## src/rtl/fir_coef_ctrl_if.sv

```systemverilog
// Upstream sample handshake and host coefficient-configuration bus for fir_coef_ctrl.
interface fir_coef_ctrl_if #(
   parameter int unsigned NTAPS = 11,
   parameter int unsigned DW    = 16,
   parameter int unsigned AW    = $clog2(NTAPS)
) ();

   // Sample stream
   logic          sample_valid_i;
   logic [DW-1:0] sample_i;
   logic          sample_ready_o;

   // Coefficient configuration
   logic          cfg_wr_i;
   logic [AW-1:0] cfg_addr_i;
   logic [DW-1:0] cfg_data_i;
   logic          cfg_commit_i;
   logic          cfg_busy_o;
   logic          cfg_err_o;

   // Upstream source and host side
   modport master (
      output sample_valid_i, sample_i, cfg_wr_i, cfg_addr_i, cfg_data_i, cfg_commit_i,
      input  sample_ready_o, cfg_busy_o, cfg_err_o
   );

   // Controller side
   modport slave (
      input  sample_valid_i, sample_i, cfg_wr_i, cfg_addr_i, cfg_data_i, cfg_commit_i,
      output sample_ready_o, cfg_busy_o, cfg_err_o
   );

endinterface

```

## src/rtl/fir_coef_ctrl.sv

```systemverilog
// Sequencing and coefficient-bank controller in front of a pipelined FIR filter.
// Shadow bank is host-written; a commit copies it into the active bank in a one-cycle
// SWAP state, after which out_valid_o is held off until the pipeline has flushed.
module fir_coef_ctrl #(
   parameter int unsigned NTAPS    = 11,
   parameter int unsigned DW       = 16,
   parameter int unsigned PIPE_LAT = 6,
   parameter int unsigned AW       = $clog2(NTAPS)
) (
   input  logic                clk_i,
   input  logic                rst_ni,
   fir_coef_ctrl_if.slave      ctrl_bus,
   output logic                strobe_o,
   output logic [DW-1:0]       data_o,
   output logic [NTAPS*DW-1:0] coef_o,
   output logic                out_valid_o
);

   localparam int unsigned WarmInit = NTAPS - 1 + PIPE_LAT;
   localparam int unsigned WCW      = $clog2(WarmInit + 1);

   typedef enum logic [1:0] {StRun, StSwap, StWarm} state_e;

   state_e                     state_q, state_d;
   logic [WCW-1:0]             warm_q, warm_d;
   logic                       strobe_q;
   logic [DW-1:0]              data_q, data_d;
   logic                       out_valid_q, out_valid_d;
   logic                       cfg_err_q, cfg_err_d;
   logic [NTAPS-1:0][DW-1:0]   shadow_q, shadow_d;
   logic [NTAPS-1:0][DW-1:0]   active_q, active_d;
   logic                       accept;
   logic                       wr_en;
   logic                       addr_ok;

   assign ctrl_bus.sample_ready_o = (state_q != StSwap);
   assign ctrl_bus.cfg_busy_o     = (state_q == StSwap);
   assign ctrl_bus.cfg_err_o      = cfg_err_q;

   assign accept  = ctrl_bus.sample_valid_i & ctrl_bus.sample_ready_o;
   assign wr_en   = ctrl_bus.cfg_wr_i & (state_q != StSwap);
   assign addr_ok = 32'(ctrl_bus.cfg_addr_i) < NTAPS;

   // Next state and warm-up counter; a commit in WARM restarts the flush from scratch
   always_comb begin
      state_d = state_q;
      warm_d  = warm_q;
      unique case (state_q)
         StRun: begin
            if (ctrl_bus.cfg_commit_i) state_d = StSwap;
         end
         StSwap: begin
            warm_d  = WCW'(PIPE_LAT);
            state_d = StWarm;
         end
         StWarm: begin
            if (strobe_q && (warm_q != '0)) warm_d = warm_q - 1'b1;
            if (ctrl_bus.cfg_commit_i) state_d = StSwap;
            else if (warm_d == '0)     state_d = StRun;
         end
         default: state_d = StRun;
      endcase
   end

   // Datapath next-state: sample capture, bank updates, sticky error, result-valid tracking
   always_comb begin
      data_d      = accept ? ctrl_bus.sample_i : data_q;
      shadow_d    = shadow_q;
      active_d    = (state_q == StSwap) ? shadow_q : active_q;
      cfg_err_d   = cfg_err_q;
      if (wr_en) begin
         if (addr_ok) shadow_d[ctrl_bus.cfg_addr_i] = ctrl_bus.cfg_data_i;
         else         cfg_err_d = 1'b1;
      end
      // The strobe that retires the last warm-up count is the first one with clean taps
      out_valid_d = strobe_q & ((state_q == StRun) |
                                ((state_q == StWarm) & (warm_q == WCW'(1))));
   end

   // State registers; reset lands in WARM so the first delay-line fill is flushed
   always_ff @(posedge clk_i or negedge rst_ni) begin
      if (!rst_ni) begin
         state_q     <= StWarm;
         warm_q      <= WCW'(WarmInit);
         strobe_q    <= 1'b0;
         data_q      <= '0;
         out_valid_q <= 1'b0;
         cfg_err_q   <= 1'b0;
         shadow_q    <= '0;
         active_q    <= '0;
      end else begin
         state_q     <= state_d;
         warm_q      <= warm_d;
         strobe_q    <= accept;
         data_q      <= data_d;
         out_valid_q <= out_valid_d;
         cfg_err_q   <= cfg_err_d;
         shadow_q    <= shadow_d;
         active_q    <= active_d;
      end
   end

   assign strobe_o    = strobe_q;
   assign data_o      = data_q;
   assign out_valid_o = out_valid_q;
   assign coef_o      = active_q;

endmodule

```

## src/flat_wrapper.sv

```systemverilog
// flat-port wrapper written by rule: the top's interface ports become plain ports
module fir_coef_ctrl_flat 
#(
   parameter int unsigned NTAPS    = 11,
   parameter int unsigned DW       = 16,
   parameter int unsigned PIPE_LAT = 6,
   parameter int unsigned AW       = $clog2(NTAPS)
)
  (clk_i, rst_ni, strobe_o, data_o, coef_o, out_valid_o, ctrl_bus_sample_valid_i, ctrl_bus_sample_i, ctrl_bus_cfg_wr_i, ctrl_bus_cfg_addr_i, ctrl_bus_cfg_data_i, ctrl_bus_cfg_commit_i, ctrl_bus_sample_ready_o, ctrl_bus_cfg_busy_o, ctrl_bus_cfg_err_o);
  fir_coef_ctrl_if #(.NTAPS(NTAPS), .DW(DW), .AW(AW)) ctrl_bus_i ();
  input  logic clk_i;
  input  logic rst_ni;
  output logic strobe_o;
  output logic [DW-1:0] data_o;
  output logic [NTAPS*DW-1:0] coef_o;
  output logic out_valid_o;
  input wire logic [$bits(ctrl_bus_i.sample_valid_i)-1:0] ctrl_bus_sample_valid_i;
  input wire logic [$bits(ctrl_bus_i.sample_i)-1:0] ctrl_bus_sample_i;
  input wire logic [$bits(ctrl_bus_i.cfg_wr_i)-1:0] ctrl_bus_cfg_wr_i;
  input wire logic [$bits(ctrl_bus_i.cfg_addr_i)-1:0] ctrl_bus_cfg_addr_i;
  input wire logic [$bits(ctrl_bus_i.cfg_data_i)-1:0] ctrl_bus_cfg_data_i;
  input wire logic [$bits(ctrl_bus_i.cfg_commit_i)-1:0] ctrl_bus_cfg_commit_i;
  output wire logic [$bits(ctrl_bus_i.sample_ready_o)-1:0] ctrl_bus_sample_ready_o;
  output wire logic [$bits(ctrl_bus_i.cfg_busy_o)-1:0] ctrl_bus_cfg_busy_o;
  output wire logic [$bits(ctrl_bus_i.cfg_err_o)-1:0] ctrl_bus_cfg_err_o;
  assign ctrl_bus_i.sample_valid_i = ctrl_bus_sample_valid_i;
  assign ctrl_bus_i.sample_i = ctrl_bus_sample_i;
  assign ctrl_bus_i.cfg_wr_i = ctrl_bus_cfg_wr_i;
  assign ctrl_bus_i.cfg_addr_i = ctrl_bus_cfg_addr_i;
  assign ctrl_bus_i.cfg_data_i = ctrl_bus_cfg_data_i;
  assign ctrl_bus_i.cfg_commit_i = ctrl_bus_cfg_commit_i;
  assign ctrl_bus_sample_ready_o = ctrl_bus_i.sample_ready_o;
  assign ctrl_bus_cfg_busy_o = ctrl_bus_i.cfg_busy_o;
  assign ctrl_bus_cfg_err_o = ctrl_bus_i.cfg_err_o;
  fir_coef_ctrl #(.NTAPS(NTAPS), .DW(DW), .PIPE_LAT(PIPE_LAT), .AW(AW)) u_core (.clk_i(clk_i), .rst_ni(rst_ni), .ctrl_bus(ctrl_bus_i), .strobe_o(strobe_o), .data_o(data_o), .coef_o(coef_o), .out_valid_o(out_valid_o));
endmodule
```

## config.mk

```make
export PLATFORM = sky130hd
export DESIGN_NAME = fir_coef_ctrl_flat
export DESIGN_NICKNAME = d
export VERILOG_FILES = /design/src/rtl/fir_coef_ctrl_if.sv /design/src/rtl/fir_coef_ctrl.sv /design/src/flat_wrapper.sv
export SDC_FILE = /design/constraint.sdc
export NUM_CORES = 1
export LEC_CHECK = 0
export CAP_MARGIN = 20
export CORE_MARGIN = 5
export CORE_UTILIZATION = 48
export DETAILED_ROUTE_END_ITERATION = 7
export GPL_TIMING_DRIVEN = 0
export PLACE_DENSITY = 0.76
export SYNTH_ARGS = -nofsm -noshare
export SYNTH_HDL_FRONTEND = slang
export SYNTH_SLANG_ARGS = --single-unit
```

## constraint.sdc

```tcl
create_clock -name clk_i -period 2.2 [get_ports clk_i]
set_clock_uncertainty 0.2 [all_clocks]
set_input_delay 0.22 -clock clk_i [delete_from_list [all_inputs] [get_ports clk_i]]
set_output_delay 0.22 -clock clk_i [all_outputs]
set_load 0.05 [all_outputs]
```

==> impl_metrics.env <==
export IMPL_drt_wl_total_mm=35.1
export IMPL_postSynthCellCount=877
export IMPL_io_pins=238
export IMPL_via_per_inst=5.20
export IMPL_synth_area_per_cell_um2=16.5
export IMPL_start_util=0.487
export IMPL_setup_worst_path_class="register to register"
export IMPL_power_switching_mw=13.5
export IMPL_hold_viol=0
export IMPL_drv_slew=0
export IMPL_tightest_slew_ns=1.07
export IMPL_yosysSeqAreaShare=0.654
export IMPL_dp_worst_setup_slack_ns=-0.702
export IMPL_swShare=0.395
export IMPL_setup_violations=173
export IMPL_rsz0062_at_grt="true"
export IMPL_chipHeight_um=184
export IMPL_first_pass_iters=4
export IMPL_synth_seq_cells=378
export IMPL_peakVddDrop_uv=1050
export IMPL_clock_latency_ns=0.52
export IMPL_grt_overflow=0
export IMPL_violations="setup timing"
export IMPL_drv_cap=0
export IMPL_cp_end_kind="register"
export IMPL_synth_area_mm2=0.0145
export IMPL_p_total_mw=34.2
export IMPL_power_combinational_fraction=0.461
export IMPL_io_buffer_count=237
export IMPL_post_dp_hpwl_mm=22.6
export IMPL_cts_inserted_buffers=39
export IMPL_rows=63
export IMPL_grt_max_degree=128
export IMPL_hold_path_class="primary input to asynchronous set/reset pin"
export IMPL_num_fill_cells=2084
export IMPL_internal_power_mw=20.7
export IMPL_fin_crit_sh=1.10
export IMPL_hold_ws_ns=0.0648
export IMPL_postPlaceCellArea_mm2=0.0176
export IMPL_clockBufferDepth=3
export IMPL_clock_sinks=378
export IMPL_drive_above_1_share=0.446
export IMPL_antenna_cells=0
export IMPL_fmaxAchievable_mhz=414
export IMPL_p_clk_frac=0.195
export IMPL_grt_pass1_wl_mm=53.4
export IMPL_ys_flop_type="dfrtp_1"
export IMPL_finalWeightedCongestion=0.827
export IMPL_clk_pin_slew_ns=0.06
export IMPL_via_count=8480
export IMPL_final_antenna_net_count=0
export IMPL_gr_usage_all_layers=0.203
export IMPL_cp_required_ns=2.40
export IMPL_synth_net_count=925
export IMPL_power_leakage_nw=9.05
export IMPL_antenna_found_initial=0
export IMPL_dieArea_mm2=0.0337
export IMPL_p_seq_frac=0.344
export IMPL_htreeDepth=2
export IMPL_fin_area_mm2=0.0199
export IMPL_ys_warn_count=0
export IMPL_area_delta_synth_final_pct=37.8
export IMPL_drt_initial_drc_count=441
export IMPL_cts_tree="yes"
export IMPL_cts_root_buf="clkbuf_16"
export IMPL_grt_pass1_vias=8966
export IMPL_critical_path_max_fanout=6
export IMPL_fin_crit_ns=2.41
export IMPL_wl_per_cell_um=21.5
export IMPL_max_slew_margin=0.284
export IMPL_power_density_mw_per_mm2=1720
export IMPL_cp_data_arrival_time_ns=2.61
export IMPL_die_width_um=184
export IMPL_layout_setup_ws_ns=-0.213
export IMPL_startpoint_type="register"
export IMPL_async_flop_share=1.00
export IMPL_status="complete, but fails checks"
export IMPL_synth_cell_types=46
export IMPL_drc=0
export IMPL_nets=1259
export IMPL_synth_edf_count=0
export IMPL_coreArea_mm2=0.0297
[state kept, by name, summed over array words and instances (netlist names)]
register,count
u_core.coef_o,176
u_core.shadow_q,176
u_core.data_o,16
u_core.warm_q,5
u_core.state_q,2
u_core.ctrl_bus.cfg_err_o,1
u_core.out_valid_o,1
u_core.strobe_o,1
[routing by layer]
layer	global-route usage	up-vias	share of wire
met2	0.335	196	0.48
li1	-	3782	-
met1	0.276	4454	0.44
met3	0.0449	48	0.050
met5	0	-	0
met4	0.0527	0	0.023
[power groups by stage]
| stage | combinational, mW | sequential, mW | clock, mW |
|---|---|---|---|
| 6_report | 15.8 | 11.8 | 6.66 |
| 3_5_place_dp | 15.3 | 11.8 | 0 |
| 2_1_floorplan | 4.85 | 17.1 | 0 |
| 4_1_cts | 15.6 | 11.8 | 6.82 |
| 3_3_place_gp | 15.0 | 11.8 | 0 |
| 5_1_grt | 16.5 | 12.1 | 7.09 |
[repair_timing]
item / 4_1_cts / 5_1_grt
endpoints found under the hold margin: 117 / 0
setup buffers: 17 / 30
hold buffers: 1 / 0
setup endpoints to repair: 164 / 250
pin swaps: 2 / 6
cloned: 7 / 3
resized for setup: 64 / 72
[area by class of cell]
class / count / area, um^2 / area share
flip-flops and latches: 378 / 9460 / 0.475
multi-input cells: 436 / 4970 / 0.249
repair buffers: 296 / 3220 / 0.161
clock buffers: 53 / 1100 / 0.0551
well taps: 390 / 488 / 0.0245
plain buffers: 51 / 438 / 0.0220
clock inverters: 18 / 206 / 0.0104
inverters: 9 / 43.8 / 0.00220
[synth_stat cells (2+ instances only)]
library cell | number | area (um^2)
and3_1 | 2 | 12.5
a22o_1 | 2 | 17.5
mux2_1 | 3 | 33.8
clkbuf_1 | 26 | 97.6
buf_2 | 17 | 85.1
dfstp_2 | 2 | 52.6
inv_1 | 9 | 33.8
a22oi_1 | 2 | 15.0
mux2_2 | 366 | 4120
nand2_1 | 3 | 11.3
buf_4 | 6 | 45.0
a21boi_0 | 2 | 15.0
ha_1 | 7 | 87.6
nor3b_4 | 2 | 37.5
o21ai_0 | 3 | 15.0
o22ai_1 | 2 | 12.5
buf_6 | 3 | 33.8
nand2_2 | 9 | 56.3
nor3_1 | 2 | 10.0
nor2b_1 | 3 | 18.8
nand3_1 | 3 | 15.0
dfrtp_1 | 376 | 9410
nor2_1 | 4 | 15.0
[worst paths after layout]
check	endpoint	from	slack [ns]	cells past startpoint
setup / recovery	u_core.shadow_q[78]$_DFFE_PN0P_	u_core.state_q[1]$_DFFE_PN1P_	-0.21	9
hold / removal	u_core.coef_o[122]$_DFFE_PN0P_	rst_ni	0.06	2
setup reg to reg	u_core.shadow_q[78]$_DFFE_PN0P_	u_core.state_q[1]$_DFFE_PN1P_	-0.21	9
hold reg to reg	u_core.ctrl_bus.cfg_err_o$_DFFE_PN0P_	u_core.ctrl_bus.cfg_err_o$_DFFE_PN0P_	0.28	1
max in group asynchronous	u_core.shadow_q[19]$_DFFE_PN0P_	rst_ni	0.41	4
min in group clk_i	u_core.data_o[2]$_DFFE_PN0P_	ctrl_bus_sample_i[2]	0.11	2
[cells in the final DEF, fill, tap and decap left out, types with 4 or more instances in the layout]
cell	Yosys	routed
buf_12	0	11
buf_16	0	10
buf_2	17	4
buf_4	6	29
buf_6	3	21
buf_8	1	7
bufinv_16	0	4
clkbuf_1	26	26
clkbuf_16	0	42
clkbuf_2	0	6
clkbuf_8	0	7
clkdlybuf4s50_1	0	219
clkinv_2	0	9
dfrtp_1	376	375
dlymetal6s2s_1	0	14
ha_1	7	4
inv_1	9	4
mux2_2	366	336
mux2_4	0	33
nand2_8	0	9
nor2_1	4	4
[metrics by stage]
step,utilization,instances,TNS [ns]
after global routing,0.670,1631,-35.37
after CTS,0.653,1602,-16.52
after detailed placement,0.591,1507,-26.73
after global placement,0.588,1504,-5836.33
final,0.670,1631,-21.46
after floorplan,-,877,-9.21
[kinds of logic (layout without fill, tap and decap cells)]
family	after synthesis	after routing	share of synthesized area
DFF	378	378	0.654
muxes	369	369	0.287
buffers and inverters	63	427	0.0217
and+or+nand+nor	37	37	0.0189
AOI/OAI and AO/OA	23	23	0.0117
adders and majority gates	7	7	0.00606
[critical path, cell delays in order (launching register included)]
cell and delay, ns:
dfstp_2 0.54, inv_2 0.05, ha_4 0.16, buf_12 0.13, nand2b_4 0.17, nor3b_4 0.23, buf_6 0.20, nand2_8 0.10
clkbuf_16 0.24, mux2_2 0.26
(Power assumes the default switching activity.)
